## config.mk

```make
export PLATFORM = sky130hd
export DESIGN_NAME = spi_frame_sequencer
export DESIGN_NICKNAME = d
export VERILOG_FILES = /design/src/rtl/spi_frame_sequencer.sv
export SDC_FILE = /design/constraint.sdc
export NUM_CORES = 1
export LEC_CHECK = 0
export BUFFER_PORTS_ARGS = -buffer_cell sky130_fd_sc_hd__buf_2
export CORE_MARGIN = 4
export CORE_UTILIZATION = 42
export DETAILED_ROUTE_END_ITERATION = 16
export GPL_TIMING_DRIVEN = 0
export SKIP_LAST_GASP = 1
export SLEW_MARGIN = 20
export SYNTH_ARGS = -nofsm -noshare
export SYNTH_HDL_FRONTEND = slang
export SYNTH_SLANG_ARGS = --single-unit
```

## constraint.sdc

```tcl
create_clock -name clk_in -period 2.35 [get_ports clk_in]
set_input_delay 0.235 -clock clk_in [delete_from_list [all_inputs] [get_ports clk_in]]
set_output_delay 0.235 -clock clk_in [all_outputs]
set_load 0.02 [all_outputs]
```

## src/rtl/spi_frame_sequencer.sv

```systemverilog
// Feeds queued MOSI frames to the SPI master one transaction at a time and
// returns each MISO frame through a valid/ready register, with an idle gap between launches.
module spi_frame_sequencer #(
  parameter int frame_length_MOSI = 4,
  parameter int frame_length_MISO = 4,
  parameter int fifo_depth        = 4,
  parameter int gap_cycles        = 2
) (
  input  logic                          clk_in,
  input  logic                          rst,
  input  logic                          wr_en,
  input  logic [frame_length_MOSI-1:0]  wr_data,
  output logic                          full,
  output logic [$clog2(fifo_depth):0]   count,
  output logic                          PC,
  output logic [frame_length_MOSI-1:0]  DATA_out,
  input  logic                          master_busy,
  input  logic                          master_done,
  input  logic [frame_length_MISO-1:0]  DATA_in,
  output logic                          rd_valid,
  output logic [frame_length_MISO-1:0]  rd_data,
  input  logic                          rd_ready
);

  localparam int ptr_w    = $clog2(fifo_depth);
  localparam int gap_w    = (gap_cycles > 1) ? $clog2(gap_cycles) : 1;
  localparam int gap_load = (gap_cycles > 0) ? gap_cycles - 1 : 0;

  typedef enum logic [2:0] {
    ST_IDLE,
    ST_LAUNCH,
    ST_WAIT,
    ST_DELIVER,
    ST_GAP
  } state_t;

  state_t                         state;
  logic [frame_length_MOSI-1:0]   fifo_mem [fifo_depth];
  logic [ptr_w-1:0]               wr_ptr;
  logic [ptr_w-1:0]               rd_ptr;
  logic [frame_length_MISO-1:0]   resp_hold;
  logic [gap_w-1:0]               gap_cnt;
  logic                           push;
  logic                           pop;

  assign full = (count == (ptr_w + 1)'(fifo_depth));
  assign push = wr_en && !full;
  // A frame leaves the FIFO only at the moment the FSM commits to launching it.
  assign pop  = (state == ST_IDLE) && (count != '0) && !master_busy;

  always_ff @(posedge clk_in) begin
    if (push) begin
      fifo_mem[wr_ptr] <= wr_data;
    end
  end

  always_ff @(posedge clk_in) begin
    if (rst) begin
      wr_ptr <= '0;
      rd_ptr <= '0;
      count  <= '0;
    end else begin
      if (push) begin
        wr_ptr <= wr_ptr + 1'b1;
      end
      if (pop) begin
        rd_ptr <= rd_ptr + 1'b1;
      end
      case ({push, pop})
        2'b10:   count <= count + 1'b1;
        2'b01:   count <= count - 1'b1;
        default: count <= count;
      endcase
    end
  end

  // The response register is freed by a handshake; a reload in DELIVER overrides the clear.
  always_ff @(posedge clk_in) begin
    if (rst) begin
      state     <= ST_IDLE;
      PC        <= 1'b0;
      DATA_out  <= '0;
      resp_hold <= '0;
      rd_valid  <= 1'b0;
      rd_data   <= '0;
      gap_cnt   <= '0;
    end else begin
      PC <= 1'b0;
      if (rd_valid && rd_ready) begin
        rd_valid <= 1'b0;
      end
      case (state)
        ST_IDLE: begin
          if (pop) begin
            DATA_out <= fifo_mem[rd_ptr];
            PC       <= 1'b1;
            state    <= ST_LAUNCH;
          end
        end
        ST_LAUNCH: begin
          state <= ST_WAIT;
        end
        ST_WAIT: begin
          if (master_done) begin
            resp_hold <= DATA_in;
            state     <= ST_DELIVER;
          end
        end
        ST_DELIVER: begin
          if (!rd_valid || rd_ready) begin
            rd_data  <= resp_hold;
            rd_valid <= 1'b1;
            if (gap_cycles == 0) begin
              state <= ST_IDLE;
            end else begin
              gap_cnt <= gap_w'(gap_load);
              state   <= ST_GAP;
            end
          end
        end
        ST_GAP: begin
          if (gap_cnt == '0) begin
            state <= ST_IDLE;
          end else begin
            gap_cnt <= gap_cnt - 1'b1;
          end
        end
        default: begin
          state <= ST_IDLE;
        end
      endcase
    end
  end

endmodule

```

## After elaboration in Yosys (flattened, before gate mapping)

Memory sizes are Yosys's and may differ from the RTL's. A register that Yosys moved wholly into a read port is not among the register bits.
Cells that the tools add are included.

| storage, ports and cells | value |
|---|---|
| bits in writable memories | 16 |
| register bits | 21 |
| logic and storage cells | 60 |
| output and inout port bits | 14 |
| memories kept | 1 |
| input port bits | 14 |

Memory list:

| memory | depth | width | rd ports | clocked after memory_dff | wr ports | line | text |
|---|---|---|---|---|---|---|---|
| fifo_mem | 4 | 4 | 1 | 1 | 1 | 38 | `logic [frame_length_MOSI-1:0] fifo_mem [fifo_depth];` |

| cells by class | value |
|---|---|
| multiplexer cells | 15 |
| reduce and logical (&&, ||, !) cells | 18 |
| $add $sub $neg | 5 |
| bitwise gates (word level) | 1 |
| eq/ne operators | 11 |

Operators by type and width:

| operator | count |
|---|---|
| $pmux 3 s5 | 1 |
| $mux 3 | 4 |
| $mux 1 | 8 |
| $ne 2x2->1 const B | 4 |
| $reduce_and 2->1 | 4 |
| $eq 3x2->1 const B | 2 |
| $eq 3x3->1 const B | 2 |
| $pmux 3 s2 | 1 |
| $add 2x1->2 const B | 2 |
| $logic_and 1x1->1 | 4 |
| $reduce_and 4->1 | 1 |
| $reduce_bool 2->1 | 2 |
| $add 3x1->3 const B | 1 |
| $eq 3x1->1 const B | 1 |
| $logic_not 1->1 | 3 |
| $logic_not 3->1 | 1 |
| $reduce_bool 3->1 | 1 |
| $sub 3x1->3 const B | 1 |
| $eq 2x1->1 const B | 1 |
| $eq 2x2->1 const B | 1 |
| $pmux 1 s2 | 1 |
| $reduce_or 2->1 | 1 |
| $logic_or 1x1->1 | 1 |
| $not 1->1 | 1 |
| $sub 1x1->1 const B | 1 |

## Logic depth before layout (Yosys ltp)

Gate-level depths: netlist of the first run.

| logic depth | value |
|---|---|
| depth after elaboration | 5 |
| gate-level depth with buffers | 10 |
| depth with buffers taken out | 9 |

## Worst setup path after synthesis of the first run

Ideal clock, no wire load.

| path | value |
|---|---|
| path type | register -> register |
| start point | register count[2] |
| end point | register count[2] |
| setup time | 0.070 ns |
| stages on the path, launching flop included | 11 |
| slack | -0.257 ns |
| buffers on the path | 1 |
| period minus slack after synthesis | 2.607 ns |
| data arrival time | 2.537 ns |
| cells stage by stage | dfxtp_1 -> nor3b_1 -> nor2b_1 -> buf_2 -> inv_1 -> ha_1 -> inv_1 -> fa_1 -> xor2_1 -> or3_1 -> a21oi_1 |

| between the ends | value |
|---|---|
| longest elaborated chain between the ends | 5 |

RTL lines:

| what | line | text |
|---|---|---|
| start: declaration | 14 | `output logic [$clog2(fifo_depth):0] count,` |
| start signal: assignment | 70 | `2'b10: count <= count + 1'b1;` |
| start signal: assignment | 71 | `2'b01: count <= count - 1'b1;` |
| start signal: assignment | 72 | `default: count <= count;` |
| $eq 3x3->1 * | 46 | `assign full = (count == (ptr_w + 1)'(fifo_depth));` |
| via full | 13 | `output logic full,` |
| $logic_not 1->1 * | 47 | `assign push = wr_en && !full;` |
| $logic_and 1x1->1 * | 47 |  |
| $eq 2x1->1 / $eq 2x2->1 (equally long branches) | 69 | `case ({push, pop})` |
| $pmux 3 s2 / $reduce_bool 2->1 (equally long branches) | - |  |

Mark *: on every way through the listed nets, which the timed path passes. The rest lies on a longest branch.
A chain may end at the register's enable or synchronous reset.

## Worst setup path after layout of the first run

| path | value |
|---|---|
| start point | register state[1] |
| end point | register count[2] |

| between the ends | value |
|---|---|
| longest elaborated chain between the ends | 5 |

RTL lines:

| what | line | text |
|---|---|---|
| start: declaration | 37 | `state_t state;` |
| start signal: assignment | 80 | `state <= ST_IDLE;` |
| start signal: assignment | 97 | `state <= ST_LAUNCH;` |
| start signal: assignment | 101 | `state <= ST_WAIT;` |
| $logic_not 3->1 * | 49 | `assign pop = (state == ST_IDLE) && (count != '0) && !master_busy;` |
| $logic_and 1x1->1 * (2 in a row) | 49 |  |
| via pop | 44 | `logic pop;` |
| $eq 2x1->1 / $eq 2x2->1 (equally long branches) | 69 |  |
| $pmux 3 s2 / $reduce_bool 2->1 (equally long branches) | - |  |

Marks and branches as above.

==> results.toml, run 1 <==
[status]
status = "complete, no violations"

[final_layout]
nets = 192
fin_cells = 221
final_util = 0.532
nFillCells = 321
drive_above_1_share = 0.295
area_growth_pct = 18.1
n_antenna_cell = 0

[logic_synthesis]
synth-async-reset-ratio = 0
yosysUniqueCellTypes = 34
synth_flop_cell = "dfxtp_1"
synth_seq_cells = 41
synth_top_area_share = 0.295
synth_cells = 136
yosys_warnings = 0
synth_seq_area_share = 0.578
syn_area_per_cell_um2 = 12.5
synth_area_leaders = "dfxtp_1 (29%), edfxtp_1 (28%), mux2i_1 (7.7%)"
synthesis.area_um2 = 1700
yosys.area.top_type = "dfxtp_1"
synth_fp_nets = 156
synth_edf_count = 16

[clocking]
h-tree-depth = 2
clock_path_buffers = 2
cts_buffers = 5
root_buffer = "clkbuf_8"
numClockSinks = 41
cts_tree = "done"
clk_latency_ns = 0.28
clkSlewWorstSetupHoldPaths_ns = 0.08

[sta]
skew_ns = 0.00751
worst_pin_slew_ns = 0.460
final.setup.tns_ns = 0
timing.final.crit_share = 0.929
slew_violations = 0
rsz0062_at_grt = "false"
min_period_ns = 2.18
setup_viol = 0
fmax_mhz = 458
hold_viol = 0
max-slew-margin-rel = 0.694

[pwr]
p_sw_frac = 0.319
p_per_area_nw_per_um2 = 992
p_leak_uw = 0.000819
ir_drop_uv = 476
seqPwrFrac = 0.470
switchingPower_uw = 636
clockPowerShare = 0.211
power.internal_uw = 1350
p_comb_frac = 0.319

[global_routing]
grt_pass1_wl_mm = 4.96
grt_max_degree = 13
grt_overflow_total = 0
grtUsageTotal = 0.125
grt_antenna_before_repair = 0
first_global_vias = 1065

[min_path]
min_path_type = "input pin to flip-flop"
hold_path.startpoint = "wr_data[2]"

[drt]
routed_wl_mm = 2.93
vias_per_cell = 4.80
ant_nets = 0
firstDrtPassIters = 4
wire_per_inst_um = 13.2
vias = 1061
drt_iter0_drc = 47
drc = 0

[setup_path]
cp-startpoint = "state[1]"
cp-start-kind = "flip-flop"
regToRegEndpoint = "count[2]"
r2r_cells = 9
critPathRequiredTime_ns = 2.57
crit_arrival_ns = 2.40
cp-endpoint = "count[2]"
criticalPathCategory = "flip-flop to flip-flop"
end_kind = "flip-flop"
crit_fanout = 8
rrSetupSlack_ns = 0.17
r2r_start = "state[1]"

[place]
gp_congestion = 0.687
dp_cells = 210
post-dp-hpwl_mm = 2.17
portBuffers = 26

[die]
core_area_um2 = 3770
die_y_um = 71.6
rows = 22
start_util = 0.450
dieArea_um2 = 5120
ios = 28
die_w_um = 71.6

[flow_run]
drv_cap = 0
-- stage by stage --
| step | total power (uW) | instance area, um^2 | setup WS, ns | hold WS (ns) |
|---|---|---|---|---|
| after floorplan | 1400 | 1710 | 0.0413 | 0.334 |
| after global placement | 1530 | 1900 | 0.132 | 0.447 |
| after detailed placement | 1560 | 1900 | 0.0342 | 0.456 |
| after CTS | 1980 | 1980 | 0.0182 | 0.161 |
| after global routing | 2120 | 2010 | 0.0384 | 0.167 |
| final | 1990 | 2010 | 0.167 | 0.167 |
-- how the worst min path moves through the flow --
stage	to	depth (start not counted)
after CTS	fifo_mem[2][2]	1
after global routing	fifo_mem[3][0]	1
after floorplan	fifo_mem[0][0]	0
after detailed placement	fifo_mem[2][2]	1
final	fifo_mem[2][2]	1
after global placement	fifo_mem[3][2]	1
-- sequential cells by signal (all words and copies together) (netlist names) --
| register | cells |
|---|---|
| resp_hold | 4 |
| count | 3 |
| gap_cnt | 1 |
| rd_data | 4 |
| PC | 1 |
| rd_valid | 1 |
| state | 3 |
| DATA_out | 4 |
| wr_ptr | 2 |
| rd_ptr | 2 |
| fifo_mem | 16 |
-- cell usage in the layout (no fill, tap or decap), drive strengths merged, types with 4 or more instances in the layout --
cell    instances
nor2           22
dfxtp          25
mux4            4
clkbuf          8
mux2i          13
inv             8
xor2            4
a21oi           4
and2            4
buf            33
ha              5
edfxtp         16
-- kinds of logic (layout without fill, tap and decap cells) --
family / count (synthesis) / in the layout / synth area share
flops: 41 / 41 / 0.578
simple gates: 42 / 42 / 0.141
mux: 17 / 17 / 0.130
compound gates: 10 / 10 / 0.0339
buf+inv: 15 / 52 / 0.0427
xor+xnor: 5 / 5 / 0.0258
fa+ha+maj: 6 / 6 / 0.0486
-- cell usage after synthesis, types with 2 or more instances --
library cell  count
inv_1             8
and2_1            4
ha_1              5
edfxtp_1         16
clkbuf_1          3
mux2i_1          13
xor2_1            4
o21ai_0           3
nor2_1           22
a21oi_1           4
dfxtp_1          25
nor2b_1           2
nand3b_1          2
mux4_2            4
buf_4             2
-- power groups by stage --
stage	logic (uW)	registers, uW	clock network (uW)
floorplan	417	987	0
global placement	593	942	0
detailed placement	610	950	0
CTS	613	935	432
global route	699	954	465
finish	635	936	419
-- per-layer routing --
layer / wire, um / track usage / up-vias
met4: 18 / 0.0438 / 0
met2: 1440 / 0.208 / 19
met3: 136 / 0.0365 / 2
li1: - / - / 538
met1: 1330 / 0.153 / 502
met5: 0 / 0 / -
-- worst max-delay path, cell delays in order (launching register included) --
cell	delay, ns
dfxtp_2	0.37
nor4_4	0.35
nand2_4	0.11
inv_1	0.07
ha_1	0.17
inv_1	0.06
fa_1	0.39
xor2_1	0.16
or3_1	0.30
a21oi_1	0.13
-- cell type report --
cell class / count / area (um^2) / area share
sequential: 41 / 983 / 0.490
multi-input combinational: 80 / 656 / 0.327
buffer: 7 / 42.5 / 0.0212
timing repair buffer: 29 / 153 / 0.0761
clock inverter: 3 / 12.5 / 0.00624
tap: 48 / 60.1 / 0.0299
inverter: 8 / 30.0 / 0.0150
clock buffer: 5 / 68.8 / 0.0343
-- timing repair --
| item | 4_1_cts | 5_1_grt |
|---|---|---|
| endpoints found under the setup margin | 0 | 1 |
| hold endpoints to repair | 0 | 0 |
| setup buffers | 0 | 3 |
| resized for setup | 0 | 2 |
| hold buffers | 0 | 0 |
Note: power is estimated with default switching activity, not from simulation.
==> inputs of run 2 (changes only) <==
CORE_UTILIZATION = 54   (was 42)
PLACE_DENSITY = 0.77   (was not set)
==> run 2 against run 1 <==
Via count unchanged. Final cell count decreased by 3.2%. Wire length decreased by 5.2%. Hold slack got worse by 0.067 ns. Clock power increased by 12%. Critical path type unchanged.
==> results.toml, run 2 (synthesized netlist as in run 1, its figures left out) <==
[status]
status = "complete, no violations"

[sta]
final.setup.tns_ns = 0
min_period_ns = 2.21
fmax_mhz = 453
setup_viol = 0
slew_violations = 0
rsz0062_at_grt = "false"
timing.final.crit_share = 0.940
max-slew-margin-rel = 0.687
worst_pin_slew_ns = 0.470
hold_viol = 0
skew_ns = 0.00907

[setup_path]
critPathRequiredTime_ns = 2.64
cpMaxStageDelayCell = "dfxtp_2"
crit_arrival_ns = 2.50
cpMostUsedCell = "inv_1"
cp-start-kind = "flip-flop"
end_kind = "flip-flop"
criticalPathCategory = "flip-flop to flip-flop"
crit_path_max_incr_delay_ns = 0.38
cp_cell_sequence = "nor4_4 -> nand2_4 -> inv_1 -> ha_1 -> inv_1 -> fa_1 -> xor2_1 -> or3_1 -> a21oi_1"
crit_fanout = 8

[die]
die_w_um = 64.1
dieArea_um2 = 4110
die_y_um = 64.1
ios = 28
rows = 20
core_area_um2 = 3030
start_util = 0.561

[drt]
vias_per_cell = 4.96
vias = 1061
ant_nets = 0
routed_wl_mm = 2.78
firstDrtPassIters = 4
drt_iter0_drc = 37
drc = 0
wire_per_inst_um = 13.0

[clocking]
h-tree-depth = 2
cts_buffers = 5
root_buffer = "clkbuf_4"
clkSlewWorstSetupHoldPaths_ns = 0.12
clock_path_buffers = 2
post_cts_resized = 0
numClockSinks = 41
cts_tree = "done"
cts_hold_buf = 0
postCtsSetupBuffers = 0
clk_latency_ns = 0.35

[final_layout]
largest_reg_flops = 16
area_growth_pct = 16.7
final_common_cell = "buf_2"
multi_input_area_um2 = 656
final_cell_mix = "buf_2 (27), dfxtp_1 (23), nor2_1 (22)"
nets = 189
nFillCells = 235
largest-register = "fifo_mem"
n_antenna_cell = 0
ff_latch_area_um2 = 983
drive_above_1_share = 0.288

[pwr]
p_leak_uw = 0.000809
ir_drop_uv = 665
p_per_area_nw_per_um2 = 1010
p_total_uw = 2010

[global_routing]
grtUsageTotal = 0.156
first_global_vias = 1099
grt_antenna_before_repair = 0
grt_max_degree = 13
grt_overflow_total = 0
grt_pass1_wl_mm = 4.81

[place]
portBuffers = 26
post-dp-hpwl_mm = 2.07
gp_congestion = 0.809

[min_path]
min_path_type = "input pin to flip-flop"

[flow_run]
drv_cap = 0
==> run 2: cell types whose count changed in the layout (fill, tap and decap cells not counted), sizes merged <==
| cell | before | now |
|---|---|---|
| bufinv | 0 | 1 |
| clkbuf | 8 | 10 |
| clkinv | 3 | 0 |
| buf | 33 | 30 |
==> run 2: metal layers <==
layer	wire [um]	global-route usage
met4	36	0.0593
met5	0	0
met1	1170	0.173
met3	145	0.0668
met2	1430	0.262
==> run 2: report_power, final <==
| group | switching, uW | internal [uW] |
|---|---|---|
| clock | 215 | 254 |
| combinational | 323 | 279 |
| sequential | 88.6 | 846 |
| total | 626 | 1380 |
==> run 2: worst paths after layout <==
path | from | to | slack, ns | cells past startpoint
setup / recovery | state[1] | count[2] | 0.14 | 9
hold / removal | wr_data[1] | fifo_mem[3][1] | 0.1 | 1
setup reg to reg | state[1] | count[2] | 0.14 | 9
hold reg to reg | rd_data[1] | rd_data[1] | 0.50 | 2
==> run 2: worst max-delay path, delay by kind of cell, from the launching register on <==
kind	cells	cell delay, ns
simple gates	3	0.79
compound gates	1	0.13
flops	1	0.38
xor+xnor	1	0.16
fa+ha+maj	2	0.54
buf+inv	2	0.15
==> run 2: stage by stage <==
stage	cells	worst slack, ns	area [um^2]	hold slack [ns]	util
floorplan	136	0.0413	1710	0.334	-
finish	214	0.140	1980	0.0998	0.655
global route	214	0.0150	1980	0.0790	0.655
global placement	206	0.133	1890	0.444	0.626
detailed placement	206	0.0927	1890	0.454	0.626
CTS	214	0.0704	1980	0.0794	0.654
==> run 2: final cells by class <==
class,count,share of cell area
clock buffers,7,0.0278
well taps,44,0.0278
plain buffers,7,0.0215
multi-input cells,80,0.331
repair buffers,26,0.0657
inverters,8,0.0152
clock inverters,1,0.0152
flip-flops and latches,41,0.496
